### src/rtl/rx_pkg.sv
// -----------------------------------------------------------------------------
// rx_pkg
// Shared definitions for the receive byte assembler: FSM state encoding,
// sync pattern, bit-stuffing run limit and sync search timeout.
// -----------------------------------------------------------------------------
package rx_pkg;

   typedef enum logic [2:0] {
      IDLE,
      SYNC,
      DATA,
      EOP_WAIT,
      ERROR
   } rx_state_t;

   // Sync byte as it appears in shift_reg after right-shift assembly
   localparam logic [7:0]  SYNC_BYTE    = 8'h80;
   // Run of ones after which the next bit is a stuffed zero
   localparam int unsigned MAX_ONES     = 6;
   // Bits allowed in SYNC before giving up on the packet
   localparam int unsigned SYNC_TIMEOUT = 16;

endpackage

### src/rtl/rx_byte_assembler_if.sv
// -----------------------------------------------------------------------------
// rx_byte_assembler_if
// Bit stream from the upstream NRZI decoder and the assembled byte/status
// outputs of the receive byte assembler.
//   d_orig, shift_enable, eop : decoder -> assembler (one bit per shift_enable)
//   rx_data, byte_ready       : assembled byte and its one-cycle strobe
//   sync_found, packet_done   : one-cycle event pulses
//   rx_error                  : sticky error level
//   receiving                 : packet in progress (SYNC/DATA/ERROR)
// master = decoder side, slave = assembler side.
// -----------------------------------------------------------------------------
interface rx_byte_assembler_if;

   logic       d_orig;
   logic       shift_enable;
   logic       eop;
   logic [7:0] rx_data;
   logic       byte_ready;
   logic       sync_found;
   logic       packet_done;
   logic       rx_error;
   logic       receiving;

   modport master (
      output d_orig, shift_enable, eop,
      input  rx_data, byte_ready, sync_found, packet_done, rx_error, receiving
   );

   modport slave (
      input  d_orig, shift_enable, eop,
      output rx_data, byte_ready, sync_found, packet_done, rx_error, receiving
   );

endinterface

### src/rtl/rx_unstuffer.sv
// -----------------------------------------------------------------------------
// rx_unstuffer
// Tracks the run of consecutive ones in the data phase and flags the bit
// following MAX_ONES ones as a stuff bit.
//   clk, rst   : clock, synchronous active-high reset
//   bit_in     : current decoded bit
//   adv        : a data-phase bit is being processed this cycle
//   sync_load  : sync just matched; its trailing one starts the run
//   bit_keep   : current bit is payload (not a stuff bit)
//   stuff_err  : current bit is in the stuff slot but is a one
// -----------------------------------------------------------------------------
module rx_unstuffer
   import rx_pkg::*;
(
   input  logic clk,
   input  logic rst,
   input  logic bit_in,
   input  logic adv,
   input  logic sync_load,
   output logic bit_keep,
   output logic stuff_err
);

   localparam logic [2:0] ONES_LIMIT = 3'(MAX_ONES);

   logic [2:0] ones_cnt;

   assign bit_keep  = (ones_cnt != ONES_LIMIT);
   assign stuff_err = !bit_keep && bit_in;

   // A kept one can only arrive while ones_cnt < ONES_LIMIT, so the
   // increment saturates at ONES_LIMIT without an explicit clamp.
   always_ff @(posedge clk) begin
      if (rst) begin
         ones_cnt <= '0;
      end else if (sync_load) begin
         ones_cnt <= 3'd1;
      end else if (adv) begin
         if (!bit_keep || !bit_in) ones_cnt <= '0;
         else                      ones_cnt <= ones_cnt + 3'd1;
      end
   end

endmodule

### src/rtl/rx_byte_assembler.sv
// -----------------------------------------------------------------------------
// rx_byte_assembler
// Hunts for the sync pattern in the decoded bit stream, removes stuff bits,
// assembles LSB-first bytes and reports end of packet and errors.
//   clk  : system clock, all state on rising edge
//   rst  : synchronous active-high reset
//   bus  : rx_byte_assembler_if.slave (decoder bits in, byte/status out)
// All outputs except receiving are registered (one cycle after shift_enable).
// -----------------------------------------------------------------------------
module rx_byte_assembler
   import rx_pkg::*;
(
   input  logic                  clk,
   input  logic                  rst,
   rx_byte_assembler_if.slave    bus
);

   rx_state_t  state, state_n;
   logic [7:0] shift_reg, shift_reg_n;
   logic [4:0] bit_cnt, bit_cnt_n;
   logic [7:0] rx_data_q, rx_data_n;
   logic       byte_ready_q, byte_ready_n;
   logic       sync_found_q, sync_found_n;
   logic       packet_done_q, packet_done_n;
   logic       rx_error_q, rx_error_n;

   logic [7:0] shifted;
   logic [4:0] cnt_inc;
   logic       adv, bit_keep, stuff_err;

   assign shifted = {bus.d_orig, shift_reg[7:1]};
   assign cnt_inc = bit_cnt + 5'd1;
   assign adv     = (state == DATA) && bus.shift_enable && !bus.eop;

   rx_unstuffer u_unstuffer (
      .clk       (clk),
      .rst       (rst),
      .bit_in    (bus.d_orig),
      .adv       (adv),
      .sync_load (sync_found_n),
      .bit_keep  (bit_keep),
      .stuff_err (stuff_err)
   );

   always_ff @(posedge clk) begin
      if (rst) begin
         state         <= IDLE;
         shift_reg     <= '0;
         bit_cnt       <= '0;
         rx_data_q     <= '0;
         byte_ready_q  <= 1'b0;
         sync_found_q  <= 1'b0;
         packet_done_q <= 1'b0;
         rx_error_q    <= 1'b0;
      end else begin
         state         <= state_n;
         shift_reg     <= shift_reg_n;
         bit_cnt       <= bit_cnt_n;
         rx_data_q     <= rx_data_n;
         byte_ready_q  <= byte_ready_n;
         sync_found_q  <= sync_found_n;
         packet_done_q <= packet_done_n;
         rx_error_q    <= rx_error_n;
      end
   end

   always_comb begin
      state_n       = state;
      shift_reg_n   = shift_reg;
      bit_cnt_n     = bit_cnt;
      rx_data_n     = rx_data_q;
      byte_ready_n  = 1'b0;
      sync_found_n  = 1'b0;
      packet_done_n = 1'b0;
      rx_error_n    = rx_error_q;

      if (bus.shift_enable) begin
         unique case (state)
            IDLE: begin
               if (!bus.eop && !bus.d_orig) begin
                  state_n     = SYNC;
                  shift_reg_n = shifted;
                  bit_cnt_n   = 5'd1;
               end
            end
            SYNC: begin
               if (bus.eop) begin
                  rx_error_n = 1'b1;
                  state_n    = EOP_WAIT;
               end else begin
                  shift_reg_n = shifted;
                  bit_cnt_n   = cnt_inc;
                  if (cnt_inc >= 5'd8 && shifted == SYNC_BYTE) begin
                     sync_found_n = 1'b1;
                     rx_error_n   = 1'b0;
                     state_n      = DATA;
                     bit_cnt_n    = '0;
                  end else if (cnt_inc >= 5'(SYNC_TIMEOUT)) begin
                     rx_error_n = 1'b1;
                     state_n    = ERROR;
                  end
               end
            end
            DATA: begin
               if (bus.eop) begin
                  if (bit_cnt == '0) packet_done_n = 1'b1;
                  else               rx_error_n    = 1'b1;
                  state_n = EOP_WAIT;
               end else if (stuff_err) begin
                  rx_error_n = 1'b1;
                  state_n    = ERROR;
               end else if (bit_keep) begin
                  // Byte position wraps 7 -> 0; the 8th bit completes the byte
                  shift_reg_n = shifted;
                  if (bit_cnt[2:0] == 3'd7) begin
                     bit_cnt_n    = '0;
                     rx_data_n    = shifted;
                     byte_ready_n = 1'b1;
                  end else begin
                     bit_cnt_n = cnt_inc;
                  end
               end
            end
            EOP_WAIT: begin
               if (!bus.eop) state_n = IDLE;
            end
            ERROR: begin
               if (bus.eop) state_n = EOP_WAIT;
            end
            default: state_n = IDLE;
         endcase
      end
   end

   assign bus.rx_data     = rx_data_q;
   assign bus.byte_ready  = byte_ready_q;
   assign bus.sync_found  = sync_found_q;
   assign bus.packet_done = packet_done_q;
   assign bus.rx_error    = rx_error_q;
   assign bus.receiving   = (state == SYNC) || (state == DATA) || (state == ERROR);

endmodule

### src/flat_wrapper.sv
// flat-port wrapper written by rule: the top's interface ports become plain ports
module rx_byte_assembler_flat import rx_pkg::*;
  (clk, rst, bus_d_orig, bus_shift_enable, bus_eop, bus_rx_data, bus_byte_ready, bus_sync_found, bus_packet_done, bus_rx_error, bus_receiving);
  rx_byte_assembler_if bus_i ();
  input  logic clk;
  input  logic rst;
  input wire logic [$bits(bus_i.d_orig)-1:0] bus_d_orig;
  input wire logic [$bits(bus_i.shift_enable)-1:0] bus_shift_enable;
  input wire logic [$bits(bus_i.eop)-1:0] bus_eop;
  output wire logic [$bits(bus_i.rx_data)-1:0] bus_rx_data;
  output wire logic [$bits(bus_i.byte_ready)-1:0] bus_byte_ready;
  output wire logic [$bits(bus_i.sync_found)-1:0] bus_sync_found;
  output wire logic [$bits(bus_i.packet_done)-1:0] bus_packet_done;
  output wire logic [$bits(bus_i.rx_error)-1:0] bus_rx_error;
  output wire logic [$bits(bus_i.receiving)-1:0] bus_receiving;
  assign bus_i.d_orig = bus_d_orig;
  assign bus_i.shift_enable = bus_shift_enable;
  assign bus_i.eop = bus_eop;
  assign bus_rx_data = bus_i.rx_data;
  assign bus_byte_ready = bus_i.byte_ready;
  assign bus_sync_found = bus_i.sync_found;
  assign bus_packet_done = bus_i.packet_done;
  assign bus_rx_error = bus_i.rx_error;
  assign bus_receiving = bus_i.receiving;
  rx_byte_assembler u_core (.clk(clk), .rst(rst), .bus(bus_i));
endmodule
### config.mk
export PLATFORM = sky130hd
export DESIGN_NAME = rx_byte_assembler_flat
export DESIGN_NICKNAME = d
export VERILOG_FILES = /design/src/rtl/rx_pkg.sv /design/src/rtl/rx_byte_assembler_if.sv /design/src/rtl/rx_unstuffer.sv /design/src/rtl/rx_byte_assembler.sv /design/src/flat_wrapper.sv
export SDC_FILE = /design/constraint.sdc
export NUM_CORES = 1
export LEC_CHECK = 0
export BUFFER_PORTS_ARGS = -buffer_cell sky130_fd_sc_hd__buf_2
export CORE_MARGIN = 1.5
export CORE_UTILIZATION = 55
export DETAILED_ROUTE_END_ITERATION = 8
export PLACE_DENSITY = 0.76
export RECOVER_POWER = 25
export SLEW_MARGIN = 10
export SYNTH_ARGS = -nofsm -noshare
export SYNTH_HDL_FRONTEND = slang
export SYNTH_SLANG_ARGS = --single-unit
export TNS_END_PERCENT = 100
### constraint.sdc
create_clock -name clk -period 3.8 [get_ports clk]
set_clock_uncertainty 0.1 [all_clocks]
set_input_delay 0.38 -clock clk [delete_from_list [all_inputs] [get_ports clk]]
set_output_delay 0.38 -clock clk [all_outputs]
set_load 0.01 [all_outputs]
==> flow_summary.ini <==
[timing]
rsz0062_at_grt = false
tightest_slew_ps = 559
fin_ws_ps = 1540
finalWorstPathRequiredPeriod_ps = 2260
relSlewSlack_pct = 62.6
final.setup.tns_ps = 0
whs_ps = 252
fmax_mhz = 442
fin_crit_sh_pct = 59.6
setup_viol = 0
final_hold_viol_count = 0
slew_viol_final = 0

[yosys]
synth_xor_area_share_pct = 1.09
synth_fa_ha_area_share_pct = 3.90
synthMuxAreaShare_pct = 6.32
dominantRegCellSynth = dfxtp_1
synth_top_area_share_pct = 37.4
yosysUniqueCellTypes = 51
syn_area_um2 = 1600
synth_warnings = 0
synth_top_family_by_area = simple AND/OR/NAND/NOR gates
syn_inst = 183
ys_top_cells_by_area = dfxtp_1 37%, mux2i_1 5.6%, nand2_1 4.9%, nor2_1 4.2%, a21oi_1 4.1%
synth_compound_area_share_pct = 17.6
yosys.area_share.simple_pct = 29.1
avgSynthCellArea_um2 = 8.77
synth-edff-count = 0
netlist.top_cell.by_area = dfxtp_1
async_reset_ff_share_pct = 0
synth_seq_cells = 30
yosysSeqAreaShare_pct = 37.4
syn_nets = 193

[place]
dp_slack_ps = 1630
gp_congestion = 0.809
place_hpwl_um = 2540
io_buffers = 17
dp.cells = 221

[clocking]
clk_latency_ps = 340
cts_setup_buffers = 0
cts_tree = yes
cts_sinks = 30
cts_buffer_depth = 2
cts.clk_slew.worst_paths_ps = 100
htreeDepth = 2
cts-root-buf = clkbuf_4
cts_buffers = 5
hold_buffers = 0
cts-resized-gates = 0

[pwr]
p_leak_nw = 0.680
internal-power_uw = 457
clkPwrFrac_pct = 30.7
p_comb_share_pct = 17.7
peakVddDrop_uv = 267
pwr-share-seq_pct = 51.5
p_sw_share_pct = 31.2
p_sw_uw = 207
power_density_nw_per_um2 = 383

[floorplan]
die_w_um = 57.0
die_height_um = 57.0
rows = 19
start_util_pct = 58.2
die-area_um2 = 3250
io_pins = 18
core_area_um2 = 2760

[final_layout]
diodes = 0
final_nets = 207
fillerInstances = 249
mostFrequentLayoutCells = 30 x dfxtp_1, 21 x nand2_1, 18 x nor2_1
multiInputGateArea_um2 = 931
largest_reg_flops = 8
area_growth_pct = 8.03
mostFrequentLayoutCell = dfxtp_1
ff_latch_area_um2 = 601
fin_cells = 229
fin_util_pct = 62.8
drive_above_1_share_pct = 13.1

[global_routing]
grt_pass1_vias = 1350
grt_max_degree = 28
grt_pass1_wl_um = 5930
antenna_found_initial = 0
grt_overflow = 0
track_usage_pct = 23.4

[worst_setup_path]
path_cells = nand2b_1 -> o22ai_1 -> nand3_1 -> and3_1 -> a41o_1
cp_max_fo = 14
cp-end-kind = flop
worstSetupPathType = reg2reg
max_stage_delay_ps = 620
crit_slowest_cell = dfxtp_1
worst_setup_path_start_kind = flop
required_ps = 3930
arrival_ps = 2390

[job]
cap_violations = 0

[drt]
via_count = 1393
routed_wl_um = 3450
drt-initial-drc-count = 52
drc = 0
routedWlPerCell_um = 15.1
viasPerCell = 6.08
dr.pass1.iters = 4
ant_nets = 0

[worst_hold_path]
hold_path_class = in2reg

[run_status]
status = finished clean
-- cells in the mapped netlist, types with 3 or more instances --
| library cell | number |
|---|---|
| nor3_1 | 8 |
| inv_1 | 7 |
| a32o_1 | 3 |
| nor2_1 | 18 |
| a21oi_1 | 13 |
| nor2b_1 | 3 |
| nand3_1 | 8 |
| nand2_1 | 21 |
| mux2i_1 | 9 |
| dfxtp_1 | 30 |
| o21ai_0 | 3 |
| ha_1 | 5 |
| clkbuf_1 | 4 |
| buf_2 | 3 |
-- critical path: cells and delay by family, from the launching register on --
| kind | cells | cell delay, ps |
|---|---|---|
| AOI/OAI and AO/OA | 2 | 380 |
| DFF | 1 | 620 |
| and+or+nand+nor | 3 | 1030 |
-- through the flow --
step                      area (µm²)  power, mW
after floorplan                 1600      0.439
after detailed placement        1680      0.465
after CTS                       1750      0.669
final                           1730      0.664
after global placement          1680      0.461
after global routing            1730      0.702
-- logic make-up after synthesis --
group	after synthesis
fa+ha+maj	5
compound gates	38
xor+xnor	2
buf+inv	17
mux	10
flops	30
simple gates	81
-- path summary, 6_finish.rpt --
| path | from | endpoint | slack [ps] | depth (start not counted) |
|---|---|---|---|---|
| min reg2reg | u_core.bus.rx_data[1] | u_core.bus.rx_data[1] | 400 | 2 |
| max | u_core.state[1] | u_core.bit_cnt[2] | 1540 | 5 |
| min | bus_d_orig | u_core.shift_reg[7] | 250 | 3 |
| max reg2reg | u_core.state[1] | u_core.bit_cnt[2] | 1540 | 5 |
-- area by class of cell --
class,count,share of cell area (%)
repair buffers,17,4.19
multi-input cells,136,53.7
well taps,31,2.24
inverters,7,1.52
flip-flops and latches,30,34.7
clock buffers,6,2.96
clock inverters,2,0.722
-- power by group through the flow --
stage               registers, mW  logic (mW)  clock network (mW)
floorplan                   0.337       0.102                   0
global placement            0.348       0.113                   0
detailed placement          0.349       0.117                   0
CTS                         0.342       0.117               0.210
global route                0.344       0.132               0.225
finish                      0.342       0.118               0.204
-- layer usage --
layer	track usage [%]	up-vias	routed length (µm)
met3	7.03	4	182
met1	29.0	658	1520
li1	-	692	-
met4	8.97	0	20
met2	38.6	39	1730
met5	0	-	0
Note: power is estimated with default switching activity, not from simulation.
